===== config.mk =====
export PLATFORM = sky130hd
export DESIGN_NAME = spram_arb
export DESIGN_NICKNAME = d
export VERILOG_FILES = /design/src/rtl/spram_arb_pkg.sv /design/src/rtl/spram_arb_rr_arb2.sv /design/src/rtl/spram_arb.sv
export SDC_FILE = /design/constraint.sdc
export NUM_CORES = 1
export LEC_CHECK = 0
export CORE_MARGIN = 8
export CORE_UTILIZATION = 41
export CTS_CLUSTER_SIZE = 8
export DETAILED_ROUTE_END_ITERATION = 10
export GPL_TIMING_DRIVEN = 1
export PLACE_DENSITY = 0.79
export SYNTH_ARGS = -nofsm -noshare
export SYNTH_HDL_FRONTEND = slang
export SYNTH_SLANG_ARGS = --single-unit

===== constraint.sdc =====
create_clock -name clock -period 1.8 [get_ports clock]
set_input_delay 0.18 -clock clock [delete_from_list [all_inputs] [get_ports clock]]
set_output_delay 0.18 -clock clock [all_outputs]
set_load 0.1 [all_outputs]

===== src/rtl/spram_arb_pkg.sv =====
// Shared definitions for the two-client single-port RAM access controller.
package spram_arb_pkg;

  typedef enum logic {
    CLEAR = 1'b0,
    SERVE = 1'b1
  } state_e;

  localparam logic PORT_A = 1'b0;
  localparam logic PORT_B = 1'b1;

endpackage


===== src/rtl/spram_arb_rr_arb2.sv =====
// Two-input round-robin arbiter; grant bit 0 = port A, bit 1 = port B.
module rr_arb2
  import spram_arb_pkg::*;
(
  input  logic [1:0] req,
  input  logic       last_grant,
  output logic [1:0] gnt
);

  always_comb begin
    gnt = 2'b00;
    unique case (req)
      2'b01:   gnt = 2'b01;
      2'b10:   gnt = 2'b10;
      // On a tie the port that did not win most recently goes first.
      2'b11:   gnt = (last_grant == PORT_B) ? 2'b01 : 2'b10;
      default: gnt = 2'b00;
    endcase
  end

endmodule


===== src/rtl/spram_arb.sv =====
// Sole driver of the single-port RAM: clears the array after reset, then
// arbitrates one access per cycle between clients A and B.
module spram_arb
  import spram_arb_pkg::*;
#(
  parameter int                ADDR_W         = 8,
  parameter int                DATA_W         = 8,
  parameter bit                CLEAR_ON_RESET = 1'b1,
  parameter logic [DATA_W-1:0] CLEAR_VALUE    = '0
) (
  input  logic              clock,
  input  logic              reset_n,
  input  logic              a_req,
  input  logic              a_we,
  input  logic [ADDR_W-1:0] a_addr,
  input  logic [DATA_W-1:0] a_wdata,
  input  logic              b_req,
  input  logic              b_we,
  input  logic [ADDR_W-1:0] b_addr,
  input  logic [DATA_W-1:0] b_wdata,
  output logic              a_ack,
  output logic              b_ack,
  output logic              a_rvalid,
  output logic              b_rvalid,
  output logic [DATA_W-1:0] a_rdata,
  output logic [DATA_W-1:0] b_rdata,
  output logic [ADDR_W-1:0] ram_rdaddress,
  output logic [ADDR_W-1:0] ram_wraddress,
  output logic [DATA_W-1:0] ram_data,
  output logic              ram_wren,
  input  logic [DATA_W-1:0] ram_q,
  output logic              init_done
);

  localparam state_e RST_STATE = CLEAR_ON_RESET ? CLEAR : SERVE;

  state_e            state_q, state_d;
  logic [ADDR_W-1:0] clr_addr_q, clr_addr_d;
  logic [ADDR_W-1:0] addr_q, ram_addr;
  logic              last_grant_q, last_grant_d;
  logic              a_rvalid_q, b_rvalid_q;
  logic [DATA_W-1:0] a_hold_q, b_hold_q;
  logic [1:0]        req, gnt;

  assign req = (state_q == SERVE) ? {b_req, a_req} : 2'b00;

  rr_arb2 u_arb (
    .req        (req),
    .last_grant (last_grant_q),
    .gnt        (gnt)
  );

  always_comb begin
    state_d      = state_q;
    clr_addr_d   = clr_addr_q;
    last_grant_d = last_grant_q;
    a_ack        = 1'b0;
    b_ack        = 1'b0;
    ram_wren     = 1'b0;
    ram_addr     = addr_q;
    ram_data     = '0;
    unique case (state_q)
      CLEAR: begin
        ram_wren   = 1'b1;
        ram_addr   = clr_addr_q;
        ram_data   = CLEAR_VALUE;
        clr_addr_d = clr_addr_q + 1'b1;
        if (clr_addr_q == {ADDR_W{1'b1}}) state_d = SERVE;
      end
      SERVE: begin
        a_ack = gnt[0];
        b_ack = gnt[1];
        if (gnt[0]) begin
          ram_addr     = a_addr;
          ram_wren     = a_we;
          ram_data     = a_wdata;
          last_grant_d = PORT_A;
        end else if (gnt[1]) begin
          ram_addr     = b_addr;
          ram_wren     = b_we;
          ram_data     = b_wdata;
          last_grant_d = PORT_B;
        end
      end
      default: state_d = RST_STATE;
    endcase
    // Keep the RAM quiet while reset is held, even though CLEAR is the reset state.
    if (!reset_n) begin
      ram_wren = 1'b0;
      ram_data = '0;
    end
  end

  always_ff @(posedge clock or negedge reset_n) begin
    if (!reset_n) begin
      state_q      <= RST_STATE;
      clr_addr_q   <= '0;
      addr_q       <= '0;
      last_grant_q <= PORT_B;
      a_rvalid_q   <= 1'b0;
      b_rvalid_q   <= 1'b0;
      a_hold_q     <= '0;
      b_hold_q     <= '0;
    end else begin
      state_q      <= state_d;
      clr_addr_q   <= clr_addr_d;
      addr_q       <= ram_addr;
      last_grant_q <= last_grant_d;
      a_rvalid_q   <= a_ack & ~a_we;
      b_rvalid_q   <= b_ack & ~b_we;
      a_hold_q     <= a_rdata;
      b_hold_q     <= b_rdata;
    end
  end

  // Read data comes straight from the registered RAM output on the valid
  // cycle and from the hold register otherwise.
  assign a_rdata       = a_rvalid_q ? ram_q : a_hold_q;
  assign b_rdata       = b_rvalid_q ? ram_q : b_hold_q;
  assign a_rvalid      = a_rvalid_q;
  assign b_rvalid      = b_rvalid_q;
  assign ram_rdaddress = ram_addr;
  assign ram_wraddress = ram_addr;
  assign init_done     = (state_q == SERVE);

endmodule


==> summary.txt, run 1 <==
CTS
  • Clk root buf: clkbuf_8
  • CTS sink cnt: 36
  • Skew-Pair Late Insertion Delay: 0.30 ns
  • CTS tree: done
  • Clk buf depth: 2
  • Worst-path clk slew: 0.07 ns
  • Total CTS buffers: 5
  • H-Tree Depth: 2

Layout
  • N_diodes: 0
  • Most frequent cells in the layout: buf_12 (49), clkdlybuf4s50_1 (43), dfrtp_1 (32), buf_4 (26), mux2_2 (18)
  • Fill cells: 202
  • Multi-input logic area: 0.001259 mm²
  • Layout cells sized above 1: 55.37%
  • P&R area growth vs syn: 108.0%
  • Commonest non-fill, non-tap cell in the layout: buf_12
  • Area occupied by registers: 908.4 µm²
  • Final nets: 344

Worst setup path
  • CP max-delay cell: dfstp_2
  • Crit. End Element: output pin
  • Startpoint types: register
  • Largest stage delay, worst path: 0.57 ns
  • CP Data Required Time: 1.62 ns
  • Worst path bufs/invs: 2
  • Critical Setup Path Class: reg2out
  • Worst-path cell chain: nand2b_4 -> buf_6 -> o21ai_1 -> o31ai_4 -> buf_12
  • CP Max Fanout: 6
  • Top Family by Delay on Critical Path: flip-flops
  • Critical Path AT: 1.87 ns

Floorplan
  • Row cnt: 25
  • Core ar.: 0.004661 mm²
  • Die W: 85.09 µm
  • # IOs: 92
  • Die Y-Extent: 85.09 µm
  • Starting density of the core: 41.99%
  • Area of the die: 0.007239 mm²

GRT
  • Largest net degree at the start of global routing: 19
  • Initial antenna violation count: 0
  • Number of global-route vias before repair: 2291
  • First-pass GRT wire length: 12.75 mm
  • Overall Global Routing Usage: 22.89%
  • Congestion Overflow GR: 0

Route
  • Pre-antenna DRT Iters: 4
  • Vias per inst: 5.639
  • DRC Markers: 0
  • Initial DRC Count: 106
  • Routed wire length: 8.236 mm
  • Post-route antenna net violation count: 0
  • Routed len/inst: 23.40 µm
  • DR vias: 1985

Power and ir drop
  • Peak VDD IR: 0.3421 mV
  • Pleak: 1.675 nW
  • Pwr Total: 0.001835 W
  • PD cells: 451.0 mW/mm²

Place
  • Number of buffer cells added on primary ports: 91
  • Worst slack, placed: -0.2000 ns
  • DP HPWL: 5.117 mm
  • Final GP Congestion: 0.7680

STA
  • Highest clock rate: 487.7 MHz
  • Final worst path period need: 2.050 ns
  • # setup viols final: 26
  • Tightest Pin Transition: 0.6541 ns
  • Final hold violation count: 0
  • Unrepaired setup endpoints after global routing: yes
  • Clock skew: 0.009238 ns
  • Final period util: 113.9%
  • Final worst slack: -0.2504 ns
  • Fin. max-slew vios: 0
  • Slew HR: 56.13%

Yosys
  • Synth Instances: 183
  • Register area share after synthesis: 46.10%
  • Post-Syn Area: 0.001957 mm²
  • Largest cells by area after synthesis: dfrtp_1 (45%), mux2_2 (10%), buf_4 (4.6%)
  • Post-synth cell types: 31
  • Cell accounting for the most synthesized area: dfrtp_1
  • Synth warn: 0
  • Syn_area_per_cell: 10.69 µm²
  • Yosys reg bits: 36
  • Post-synth net total: 230
  • Yosys top cell area share: 44.76%

Flow run
  • Max Cap Violations: 0

Run status
  • Failing checks: setup timing
  • Status: complete, but fails checks

Worst hold path
  • Worst hold path type: in2reg
sequential cells by signal, indices dropped and copies added (netlist names):
register	cells
b_hold_q	8
a_rvalid	1
last_grant_q	1
clr_addr_q	8
addr_q	8
init_done	1
a_hold_q	8
b_rvalid	1
path summary, 6_finish.rpt:
path	startpoint	end	slack, ns	cells past startpoint
min	b_we	b_rvalid$_DFF_PN0_	0.45	2
max	last_grant_q$_DFFE_PN1P_	ram_wraddress[3]	-0.25	5
max reg2reg	last_grant_q$_DFFE_PN1P_	addr_q[7]$_DFF_PN0_	0.20	6
min reg2reg	clr_addr_q[6]$_DFFE_PN0N_	clr_addr_q[6]$_DFFE_PN0N_	0.52	1
max in group asynchronous	reset_n	last_grant_q$_DFFE_PN1P_	1.05	3
min in group asynchronous	reset_n	addr_q[5]$_DFF_PN0_	0.46	3
stage by stage:
stage	hold slack (ns)	setup TNS (ns)	instances	util [%]	cell area, µm²
3_3_place_gp	0.2331	-2.766	328	79.22	3692
5_1_grt	0.4418	-6.116	352	87.33	4070
4_1_cts	0.4332	-4.094	348	86.12	4014
3_5_place_dp	0.2355	-3.228	328	79.22	3692
2_1_floorplan	-0.1156	-10.01	183	-	2337
6_report	0.4499	-4.866	352	87.33	4070
synthesized netlist by cell type, drive strengths merged:
master / count
dfrtp: 35
buf: 21
mux2: 18
nand3: 17
nand2: 14
a21oi: 8
nor2b: 8
a211oi: 7
o31ai: 7
nor3: 6
o21ai: 6
nor2: 5
xnor2: 4
and2: 3
inv: 3
nand2b: 3
o211ai: 3
xor2: 3
a2111oi: 2
a31oi: 2
mux2i: 2
a21boi: 1
and2b: 1
and4b: 1
dfstp: 1
ha: 1
nand4b: 1
final cells by class:
cell class,count,area share [%]
multi-input cells,123,30.93
flip-flops and latches,36,22.32
well taps,54,1.660
clock inverters,3,1.045
inverters,3,0.5226
clock buffers,5,1.691
repair buffers,128,41.84
what timing repair did:
action	in CTS	in global routing
buffers inserted	11	4
resized for setup	30	6
hold endpoints to repair	35	0
hold buffers	1	0
endpoints found under the setup margin	26	27
pin swaps	10	6
power breakdown:
group          total (W)  internal, W  switching, W
clock network   0.000729     0.000410      0.000319
logic           0.000295     0.000157      0.000138
registers       0.000812     0.000810    0.00000148
total            0.00184      0.00138      0.000458
logic make-up after synthesis:
family          after synthesis  share of synthesized area [%]
flops                        36                          46.10
simple gates                 59                          16.37
fa+ha+maj                     1                         0.6393
xor+xnor                      7                          3.133
mux                          20                          11.38
compound gates               36                          13.94
buf+inv                      24                          8.440
per-layer routing:
| layer | vias up | part of all wire (%) | GRT usage (%) |
|---|---|---|---|
| met5 | - | 0 | 0 |
| met4 | 0 | 2.9 | 9.385 |
| met3 | 20 | 7.1 | 7.046 |
| met2 | 91 | 53 | 40.41 |
| met1 | 1004 | 37 | 24.71 |
| li1 | 870 | - | - |
worst reg2reg max path, delay by kind of cell (launching register included):
kind | cells | cell delay [ns]
simple gates | 1 | 0.15
buf+inv | 3 | 0.40
flops | 1 | 0.57
compound gates | 1 | 0.13
mux | 1 | 0.26
(Power assumes the default switching activity.)
==> run 2, diff against run 1 <==
--- a/config.mk
+++ b/config.mk
@@ -7,10 +7,12 @@
 export LEC_CHECK = 0
 export CORE_MARGIN = 8
 export CORE_UTILIZATION = 41
+export CTS_CLUSTER_DIAMETER = 100
 export CTS_CLUSTER_SIZE = 8
 export DETAILED_ROUTE_END_ITERATION = 10
 export GPL_TIMING_DRIVEN = 1
 export PLACE_DENSITY = 0.79
+export SLEW_MARGIN = 20
 export SYNTH_ARGS = -nofsm -noshare
 export SYNTH_HDL_FRONTEND = slang
 export SYNTH_SLANG_ARGS = --single-unit
==> results of run 2 <==
Same layout as run 1: the final DEF is identical, and so are final timing and power.
==> run 3, diff against run 2 <==
--- a/config.mk
+++ b/config.mk
@@ -12,6 +12,7 @@
 export DETAILED_ROUTE_END_ITERATION = 10
 export GPL_TIMING_DRIVEN = 1
 export PLACE_DENSITY = 0.79
+export SKIP_CTS_REPAIR_TIMING = 1
 export SLEW_MARGIN = 20
 export SYNTH_ARGS = -nofsm -noshare
 export SYNTH_HDL_FRONTEND = slang
==> summary.txt, run 3 (synthesis results as in run 1) <==
Run status
  • Status: complete, but fails checks
  • Failing checks: setup timing

Place
  • Worst slack, placed: -0.2000 ns
  • Number of buffer cells added on primary ports: 91
  • Final GP Congestion: 0.7680
  • Placed Instance Area: 0.003692 mm²
  • DP HPWL: 5.117 mm

STA
  • Worst hold slack: 0.4729 ns
  • # setup viols final: 25
  • Final worst path period need: 2.074 ns
  • Fin. max-slew vios: 0
  • Final period util: 115.2%
  • Tightest Pin Transition: 0.4647 ns
  • Slew HR: 68.96%
  • Final worst slack: -0.2741 ns
  • Highest clock rate: 482.1 MHz
  • Clock skew: 0.004551 ns
  • Unrepaired setup endpoints after global routing: yes
  • Final hold violation count: 0

Worst setup path
  • FF-to-FF path depth: 5
  • CP Data Required Time: 1.62 ns
  • CP Depth: 5
  • Largest stage delay, worst path: 0.57 ns
  • CP max-delay cell: dfstp_2
  • Top Family by Delay on Critical Path: flip-flops
  • Worst-path cell chain: nand2b_4 -> buf_6 -> mux2i_1 -> a211oi_4 -> buf_12
  • Worst path bufs/invs: 2
  • CP Max Fanout: 4
  • Critical Path AT: 1.89 ns
  • Critical Setup Path Class: reg2out
  • Startpoint types: register
  • Crit. End Element: output pin

GRT
  • Overall Global Routing Usage: 19.88%
  • Met2 Use GR: 36.08%
  • Met3 usage: 6.660%
  • Initial antenna violation count: 0
  • Number of global-route vias before repair: 2193
  • GR peak layer: met2
  • First-pass GRT wire length: 11.35 mm
  • Largest net degree at the start of global routing: 19
  • Congestion Overflow GR: 0
  • Grt met1 use: 20.81%

Route
  • Pre-antenna DRT Iters: 4
  • Vias per inst: 5.630
  • Routed wire length: 8.054 mm
  • Initial DRC Count: 68
  • Routed len/inst: 22.95 µm
  • DR vias: 1976
  • Post-route antenna net violation count: 0
  • DRC Markers: 0

CTS
  • Total CTS buffers: 5
  • Worst-path clk slew: 0.08 ns
  • Clk root buf: clkbuf_8
  • H-Tree Depth: 2
  • CTS tree: done
  • Skew-Pair Late Insertion Delay: 0.30 ns
  • Clk buf depth: 2
  • CTS sink cnt: 36

Layout
  • Layout cells sized above 1: 53.54%
  • Post-route cell area: 0.004078 mm²
  • Commonest non-fill, non-tap cell in the layout: buf_12
  • Most frequent cells in the layout: buf_12 (50), clkdlybuf4s50_1 (43), dfrtp_1 (32), buf_4 (26), mux2_2 (18)
  • Final Util: 87.49%
  • P&R area growth vs syn: 108.4%
  • Final nets: 343
  • N_diodes: 0

Flow run
  • Max Cap Violations: 0

Worst hold path
  • Worst Hold Path Cells: 2
  • Worst hold path type: in2reg

Floorplan
  • Starting density of the core: 41.99%
  • Area of the die: 0.007239 mm²
  • Row cnt: 25
  • # IOs: 92
  • Core ar.: 0.004661 mm²
  • Die Y-Extent: 85.09 µm
  • Die W: 85.09 µm

Power and ir drop
  • PD cells: 451.5 mW/mm²
  • Pleak: 1.676 nW
  • Peak VDD IR: 0.3981 mV
[run 3: cell types whose count changed in the layout (fill, tap and decap cells not counted), sizes merged]
cell	delta
buf	-2
clkbuf	+1
dlymetal6s2s	+1
dlygate4sd2	-1
[run 3: per-stage QoR]
step	cells	power, W	setup TNS [ns]
floorplan	183	0.0009038	-10.01
global placement	328	0.001070	-2.766
detailed placement	328	0.001075	-3.228
CTS	336	0.001802	-6.343
global route	351	0.001895	-6.416
finish	351	0.001841	-5.304
[run 3: path summary, 6_finish.rpt]
path | startpoint | end | slack, ns
max in group asynchronous | reset_n | last_grant_q$_DFFE_PN1P_ | 0.99
setup / recovery | last_grant_q$_DFFE_PN1P_ | ram_rdaddress[5] | -0.27
min in group asynchronous | reset_n | b_hold_q[7]$_DFF_PN0_ | 0.53
hold / removal | b_we | b_rvalid$_DFF_PN0_ | 0.47
hold reg to reg | clr_addr_q[7]$_DFFE_PN0N_ | clr_addr_q[7]$_DFFE_PN0N_ | 0.53
setup reg to reg | last_grant_q$_DFFE_PN1P_ | addr_q[4]$_DFF_PN0_ | 0.16
[run 3: layer usage]
| metal | vias up | part of all wire, % |
|---|---|---|
| met4 | 0 | 3.3 |
| met5 | - | 0 |
| met3 | 19 | 6.4 |
| met2 | 89 | 53 |
| met1 | 1006 | 37 |
| li1 | 862 | - |
[run 3: final cells by class]
class	instances	area, µm²
clock buffers	5	68.82
clock inverters	3	42.54
fillers	198	583.1
inverters	3	21.27
multi-input cells	123	1262
flip-flops and latches	36	908.4
well taps	54	67.56
repair buffers	127	1707
[run 3: where the power goes]
group          switching, W  internal (W)
Sequential       0.00000152      0.000810
Clock              0.000327      0.000410
Combinational      0.000137      0.000156
Total              0.000465       0.00138
